<file path="src/rtl/fetch_ctrl.sv">
// ============================================================================
// Module   : fetch_ctrl
// Brief    : Instruction fetch sequencer with a program counter, an imem
//            req/ack handshake and a single-entry IF/ID buffer.
// Revision : 1.0 - initial release
// ============================================================================
`default_nettype none

module fetch_ctrl #(
    parameter int          XLEN     = 32,
    parameter logic [31:0] RESET_PC = 32'h0000_0000
) (
    input  logic            clk,
    input  logic            reset,
    input  logic            hazard,
    input  logic            branch_taken,
    input  logic [XLEN-1:0] branch_target,
    output logic            imem_req,
    output logic [XLEN-1:0] imem_addr,
    input  logic            imem_ack,
    input  logic [XLEN-1:0] imem_rdata,
    output logic            if_valid,
    output logic [XLEN-1:0] if_instr,
    output logic [XLEN-1:0] if_pc
);

    localparam logic [1:0] c_ready = 2'd0;
    localparam logic [1:0] c_busy  = 2'd1;
    localparam logic [1:0] c_flush = 2'd2;

    localparam logic [XLEN-1:0] c_pc_step = XLEN'(4);

    logic [1:0]      r_state;
    logic [XLEN-1:0] r_pc;
    logic [XLEN-1:0] r_addr_q;
    logic            r_if_valid;
    logic [XLEN-1:0] r_if_instr;
    logic [XLEN-1:0] r_if_pc;

    logic            w_consume;
    logic            w_can_issue;
    logic            w_req;
    logic [XLEN-1:0] w_addr;
    logic            w_capture;

    assign w_consume   = r_if_valid & ~hazard;
    assign w_can_issue = ~r_if_valid | w_consume;

    // The request is masked while reset is held so nothing leaks out before
    // the state registers have actually been cleared.
    always_comb begin
        w_req  = 1'b0;
        w_addr = r_addr_q;
        if (r_state == c_ready) begin
            w_req  = w_can_issue & ~branch_taken;
            w_addr = r_pc;
        end else begin
            w_req  = 1'b1;
        end
        if (reset) begin
            w_req = 1'b0;
        end
    end

    // Data returned in FLUSH, or alongside a redirect, is wrong-path.
    assign w_capture = imem_ack & ~branch_taken &
                       (((r_state == c_ready) & w_req) | (r_state == c_busy));

    always_ff @(posedge clk) begin
        if (reset) begin
            r_state    <= c_ready;
            r_pc       <= RESET_PC[XLEN-1:0];
            r_addr_q   <= '0;
            r_if_valid <= 1'b0;
            r_if_instr <= '0;
            r_if_pc    <= '0;
        end else begin
            if (branch_taken) begin
                r_pc       <= branch_target;
                r_if_valid <= 1'b0;
            end else if (w_capture) begin
                r_pc       <= w_addr + c_pc_step;
                r_if_valid <= 1'b1;
                r_if_instr <= imem_rdata;
                r_if_pc    <= w_addr;
            end else if (w_consume) begin
                r_if_valid <= 1'b0;
            end

            case (r_state)
                c_ready: begin
                    if (w_req && !imem_ack) begin
                        r_addr_q <= r_pc;
                        r_state  <= c_busy;
                    end
                end
                c_busy: begin
                    if (imem_ack) begin
                        r_state <= c_ready;
                    end else if (branch_taken) begin
                        r_state <= c_flush;
                    end
                end
                c_flush: begin
                    if (imem_ack) begin
                        r_state <= c_ready;
                    end
                end
                default: begin
                    r_state <= c_ready;
                end
            endcase
        end
    end

    assign imem_req  = w_req;
    assign imem_addr = w_addr;
    assign if_valid  = r_if_valid;
    assign if_instr  = r_if_instr;
    assign if_pc     = r_if_pc;

endmodule

`default_nettype wire

</file>
<file path="config.mk">
export PLATFORM = sky130hd
export DESIGN_NAME = fetch_ctrl
export DESIGN_NICKNAME = d
export VERILOG_FILES = /design/src/rtl/fetch_ctrl.sv
export SDC_FILE = /design/constraint.sdc
export NUM_CORES = 1
export LEC_CHECK = 0
export CORE_MARGIN = 10
export CORE_UTILIZATION = 35
export CTS_BUF_LIST = sky130_fd_sc_hd__clkbuf_8
export DETAILED_ROUTE_END_ITERATION = 16
export GPL_TIMING_DRIVEN = 0
export PLACE_DENSITY_LB_ADDON = 0.08
export SLEW_MARGIN = 20
export SYNTH_ARGS = -nofsm -noshare
export SYNTH_HDL_FRONTEND = slang
export SYNTH_SLANG_ARGS = --single-unit
</file>
<file path="constraint.sdc">
create_clock -name clk -period 3.5 [get_ports clk]
set_input_delay 0.7 -clock clk [delete_from_list [all_inputs] [get_ports clk]]
set_output_delay 0.7 -clock clk [all_outputs]
set_load 0.02 [all_outputs]
</file>
==> impl_metrics.py, run 1 <==
metrics = {
    "yosys": {
        "netlist_instances": 823,
        "post_synth_num_cell_types": 61,
        "ys_seq_area_frac": 0.417,
        "synth-async-reset-ratio": 0,
        "syn_avg_cell_area_sq_um": 7.64,
        "synth_fp_nets": 893,
        "synth_warnings": 0,
        "synthesis.area_sq_mm": 0.00629,
        "synth_edf_count": 0,
        "ys_ff_latch": 131,
        "ys.flop_type": "dfxtp_1",
    },
    "cells_and_area": {
        "fillCellCount": 1786,
        "seq_area_sq_mm": 0.00262,
        "multiInputGateArea_sq_mm": 0.00337,
        "diodes": 0,
        "layout-drive-gt1-share": 0.0732,
        "fin_area_sq_mm": 0.00876,
        "areaGrowthSynthToFinish_pct": 39.4,
        "nets": 1081,
    },
    "power_and_ir_drop": {
        "power.net_switching_uw": 1020,
        "p_sw_frac": 0.290,
        "vdd_drop_max_mv": 0.249,
        "clkPwrFrac": 0.371,
        "p_per_area_mw_per_mm2": 400,
        "p_int_uw": 2490,
        "power_leakage_uw": 0.00321,
        "pwr-share-comb": 0.172,
        "power_frac_seq": 0.456,
    },
    "global_routing": {
        "grt_usage": 0.207,
        "first_global_vias": 6330,
        "grt_remaining_overflow": 0,
        "grt_max_degree": 17,
        "grt_pass1_wl_microns": 38700,
        "antenna_found_initial": 0,
    },
    "clock_network": {
        "clk_latency_ns": 0.46,
        "root_buffer": "clkbuf_8",
        "clk_path_buf_depth": 2,
        "htree_levels": 4,
        "cts.sinks": 131,
        "cts-buffers-inserted": 17,
        "clkTransAtPathRegs_ns": 0.07,
        "cts_tree": "built",
        "holdBufCountCts": 0,
    },
    "routing": {
        "vias": 6729,
        "drtPass1Iterations": 5,
        "drcViolationCount": 0,
        "wl_per_cell_microns": 20.4,
        "antenna_left": 0,
        "vias_per_cell": 5.39,
        "drtIter0Drc": 742,
        "drt-total-wl_microns": 25500,
    },
    "hold_path": {
        "hold_class": "reg2reg",
        "hold_start": "if_instr[26]",
    },
    "floorplanning": {
        "fp-row-count": 48,
        "die_x_microns": 154,
        "start_util": 0.360,
        "die_height_microns": 154,
        "die-area_sq_mm": 0.0237,
        "io_pins": 167,
        "core-area_sq_mm": 0.0175,
    },
    "critical_path": {
        "critPathLaunch": "r_state[1]",
        "cp_max_fo": 10,
        "cp-end-kind": "output pin",
        "required_ns": 2.80,
        "reg2reg_from": "r_state[1]",
        "regToRegSetupSlack_ns": 0.19,
        "critPathLaunchType": "flop",
        "critPathKind": "reg2out",
        "critPathArrivalTime_ns": 2.73,
    },
    "timing": {
        "fin_crit_ns": 3.43,
        "drv_slew": 0,
        "finalHoldViolations": 0,
        "skew_ns": 0.00913,
        "fin_ws_ns": 0.0719,
        "tightest_slew_ns": 0.915,
        "rsz0062_at_grt": "true",
        "setup_tns_ns": 0,
        "fin_crit_sh": 0.979,
        "setup_viol": 0,
        "whs_ns": 0.455,
        "max_freq_mhz": 292,
        "relSlewSlack": 0.386,
    },
    "place": {
        "routabilityCongestion": 0.900,
        "io_buffers": 164,
        "place_ws_ns": -0.507,
        "postPlaceCellArea_sq_mm": 0.00821,
        "dp_hpwl_microns": 18400,
    },
    "run_status": {
        "status": "finished clean",
    },
    "job": {
        "maxCapViolations": 0,
    },
}
area by class of cell:
type,count,share of cell area
timing repair buffer,169,0.195
clock inverter,12,0.0130
tap,225,0.0321
inverter,26,0.0111
sequential,131,0.299
clock buffer,20,0.0314
buffer,64,0.0335
multi-input combinational,602,0.384
registers in the layout, summed over array words and instances, names as in the netlist:
register	cells
if_pc	32
if_valid	1
if_instr	32
r_addr_q	32
r_state	2
r_pc	32
power groups by stage:
stage	clock (uW)	combinational [uW]	sequential [uW]
detailed placement	0	589	1630
CTS	1320	598	1600
global placement	0	588	1630
global route	1380	649	1610
floorplan	0	267	1650
finish	1300	604	1600
layer usage:
| metal | global-route usage | part of all wire | vias up |
|---|---|---|---|
| met5 | 0 | 0 | - |
| met4 | 0.0657 | 0.014 | 0 |
| met3 | 0.0622 | 0.090 | 22 |
| met2 | 0.317 | 0.46 | 305 |
| met1 | 0.270 | 0.44 | 3184 |
| li1 | - | - | 3218 |
Yosys cell counts (5+ instances only):
| cell | instances | area share |
|---|---|---|
| nor3b_1 | 6 | 0.0072 |
| a31oi_1 | 5 | 0.0050 |
| nor2_1 | 77 | 0.046 |
| nand4bb_1 | 9 | 0.016 |
| mux2i_1 | 20 | 0.032 |
| nor3_1 | 27 | 0.021 |
| and2_1 | 5 | 0.0050 |
| clkbuf_1 | 46 | 0.027 |
| o211ai_1 | 17 | 0.020 |
| inv_1 | 26 | 0.016 |
| buf_2 | 15 | 0.012 |
| nor2b_1 | 5 | 0.0050 |
| a211oi_1 | 31 | 0.037 |
| a21oi_1 | 97 | 0.077 |
| nand2_1 | 194 | 0.12 |
| dfxtp_1 | 131 | 0.42 |
| o21ai_0 | 13 | 0.010 |
| xnor2_1 | 15 | 0.021 |
| nand3_1 | 5 | 0.0040 |
| a221oi_1 | 7 | 0.0098 |
metrics by stage:
step | total power (uW) | std cells | util
after floorplan | 1920 | 823 | -
after global placement | 2220 | 1212 | 0.470
after global routing | 3640 | 1249 | 0.502
after detailed placement | 2220 | 1212 | 0.470
after CTS | 3520 | 1245 | 0.496
final | 3510 | 1249 | 0.502
repair_timing:
| item | in CTS | in global routing |
|---|---|---|
| endpoints found under the setup margin | 36 | 28 |
| resized for setup | 18 | 18 |
| pin swaps | 1 | 1 |
| setup buffers | 1 | 4 |
| gates cloned | 0 | 0 |
cells in the final DEF (no fill, tap or decap), drive strengths merged, types with 3 or more instances in the layout:
cell,count
a211oi,32
a21o,5
a21oi,98
a221oi,7
a22oi,5
a31oi,5
and2,5
and3,4
buf,22
clkbuf,67
clkdlybuf4s50,155
clkinv,7
dfxtp,131
dlymetal6s2s,8
inv,28
mux2i,20
nand2,194
nand3,5
nand3b,4
nand4,4
nand4bb,9
nor2,78
nor2b,5
nor3,28
nor3b,6
o211ai,17
o21ai,15
o221ai,3
o31ai,3
or3,3
or4bb,3
xnor2,15
worst max-delay path, stage by stage (launching register included):
cell and delay, ns:
dfxtp_1 0.43, buf_2 0.29, clkbuf_4 0.29, nor2_4 0.08, buf_12 0.15, mux2i_1 0.31, inv_1 0.14, clkdlybuf4s50_1 0.58
kinds of logic after synthesis:
logic type / Yosys count / synth area share
AOI/OAI and AO/OA: 205 / 0.207
xor gates and xnor gates: 16 / 0.0223
adders and majority gates: 1 / 0.00199
buffers and inverters: 90 / 0.0573
DFF: 131 / 0.417
muxes: 22 / 0.0354
and+or+nand+nor: 358 / 0.259
path summary, 6_finish.rpt:
path | endpoint | depth (start not counted)
setup / recovery | imem_addr[26] | 7
hold / removal | if_instr[26] | 2
setup reg to reg | r_pc[28] | 13
hold reg to reg | if_instr[26] | 2
No activity file was read; power rests on OpenSTA's default activity.
==> inputs of run 2 (changes only) <==
Clock period 3.5 ns to 4.1 ns, I/O delays scaled along.
==> impl_metrics.py, run 2 (synthesis results as in run 1) <==
metrics = {
    "routing": {
        "vias_per_cell": 5.36,
        "drcViolationCount": 0,
        "drtPass1Iterations": 5,
        "drt-total-wl_microns": 25400,
        "wl_per_cell_microns": 20.4,
        "antenna_left": 0,
        "drtIter0Drc": 693,
        "vias": 6673,
    },
    "cells_and_area": {
        "layout-drive-gt1-share": 0.0589,
        "multiInputGateArea_sq_mm": 0.00331,
        "seq_area_sq_mm": 0.00262,
        "nets": 1076,
        "mostFrequentLayoutCell": "nand2_1",
        "fillCellCount": 1787,
        "layout_common_cells": "194 x nand2_1, 164 x clkdlybuf4s50_1, 131 x dfxtp_1",
        "diodes": 0,
        "fin_area_sq_mm": 0.00861,
        "areaGrowthSynthToFinish_pct": 37.0,
    },
    "global_routing": {
        "grt_usage": 0.206,
        "grt_max_degree": 17,
        "grt_pass1_wl_microns": 38500,
        "first_global_vias": 6316,
        "grt_remaining_overflow": 0,
        "antenna_found_initial": 0,
    },
    "timing": {
        "fin_crit_ns": 4.02,
        "max_freq_mhz": 249,
        "drv_slew": 0,
        "rsz0062_at_grt": "false",
        "finalHoldViolations": 0,
        "relSlewSlack": 0.411,
        "setup_viol": 0,
        "skew_ns": 0.0132,
        "fin_crit_sh": 0.981,
        "whs_ns": 0.455,
        "setup_tns_ns": 0,
        "tightest_slew_ns": 0.877,
    },
    "hold_path": {
        "hold_end": "if_instr[26]",
        "hold_depth": 2,
        "hold_class": "reg2reg",
        "hold_start": "if_instr[26]",
    },
    "floorplanning": {
        "core-area_sq_mm": 0.0175,
        "start_util": 0.360,
        "die-area_sq_mm": 0.0237,
        "io_pins": 167,
        "fp-row-count": 48,
        "die_height_microns": 154,
        "die_x_microns": 154,
    },
    "run_status": {
        "status": "finished clean",
    },
    "clock_network": {
        "cts.sinks": 131,
        "clk_latency_ns": 0.47,
        "clk_path_buf_depth": 2,
        "root_buffer": "clkbuf_8",
        "htree_levels": 4,
        "clkTransAtPathRegs_ns": 0.08,
        "holdBufCountCts": 0,
        "cts_tree": "built",
        "cts-buffers-inserted": 17,
    },
    "critical_path": {
        "cp-end-kind": "output pin",
        "critPathKind": "reg2out",
        "reg2reg_from": "r_state[0]",
        "required_ns": 3.28,
        "worst-r2r-cell-count": 13,
        "timing.rr.end": "r_pc[24]",
        "critPathArrivalTime_ns": 3.20,
        "critPathLaunchType": "flop",
        "regToRegSetupSlack_ns": 0.16,
        "cp_max_fo": 10,
    },
    "place": {
        "dp_hpwl_microns": 18400,
        "postPlaceCellArea_sq_mm": 0.00821,
        "routabilityCongestion": 0.900,
        "io_buffers": 164,
    },
    "power_and_ir_drop": {
        "finalPower_uw": 2980,
        "vdd_drop_max_mv": 0.213,
        "p_per_area_mw_per_mm2": 346,
        "power_leakage_uw": 0.00304,
    },
    "job": {
        "maxCapViolations": 0,
    },
}
-- run 2: cell types whose count changed in the layout (fill, tap and decap cells not counted), sizes merged --
cell | before | now
dlygate4sd2 | 1 | 0
clkdlybuf4s50 | 155 | 164
buf | 22 | 17
dlymetal6s2s | 8 | 0
-- run 2: critical path, cell delays in order (launching register included) --
cell and delay (ns):
dfxtp_1 0.49, buf_2 0.34, or2_1 0.14, buf_4 0.20
clkbuf_4 0.31, buf_4 0.27, mux2i_1 0.35, inv_1 0.07
clkdlybuf4s50_1 0.56
-- run 2: layout make-up --
cell class / count / area share
buffer: 64 / 0.0312
clock buffer: 20 / 0.0320
sequential: 131 / 0.304
clock inverter: 12 / 0.0132
tap: 225 / 0.0327
multi-input combinational: 602 / 0.385
inverter: 26 / 0.0113
timing repair buffer: 164 / 0.191
-- run 2: timing repair --
item,in CTS,in global routing
gates resized for setup,3,2
buffers inserted,0,0
endpoints found under the setup margin,8,5
-- run 2: worst max path at each step --
stage,from,to,depth (start not counted)
global route,r_state[0],imem_addr[18],8
global placement,r_state[0],r_pc[24],12
floorplan,r_state[0],r_pc[24],13
detailed placement,r_state[0],r_pc[24],12
CTS,r_state[0],imem_addr[0],8
finish,r_state[0],imem_addr[0],8
-- run 2: through the flow --
step | utilization | cells | setup WS (ns)
final | 0.493 | 1244 | 0.0768
after global routing | 0.493 | 1244 | 0.0150
after CTS | 0.492 | 1244 | 0.0722
after detailed placement | 0.470 | 1212 | 0.0927
after global placement | 0.470 | 1212 | 0.0474
after floorplan | - | 823 | 1.20
-- run 2: power by group --
| group | internal (uW) | switching [uW] |
|---|---|---|
| Combinational | 216 | 289 |
| Clock | 578 | 537 |
| Sequential | 1320 | 42.4 |
| Total | 2120 | 868 |
-- run 2: routing by layer --
layer	part of all wire	track usage	vias to the layer above
met5	0	0	-
met4	0.019	0.0648	0
met3	0.094	0.0600	34
met2	0.45	0.315	296
met1	0.44	0.272	3135
li1	-	-	3208
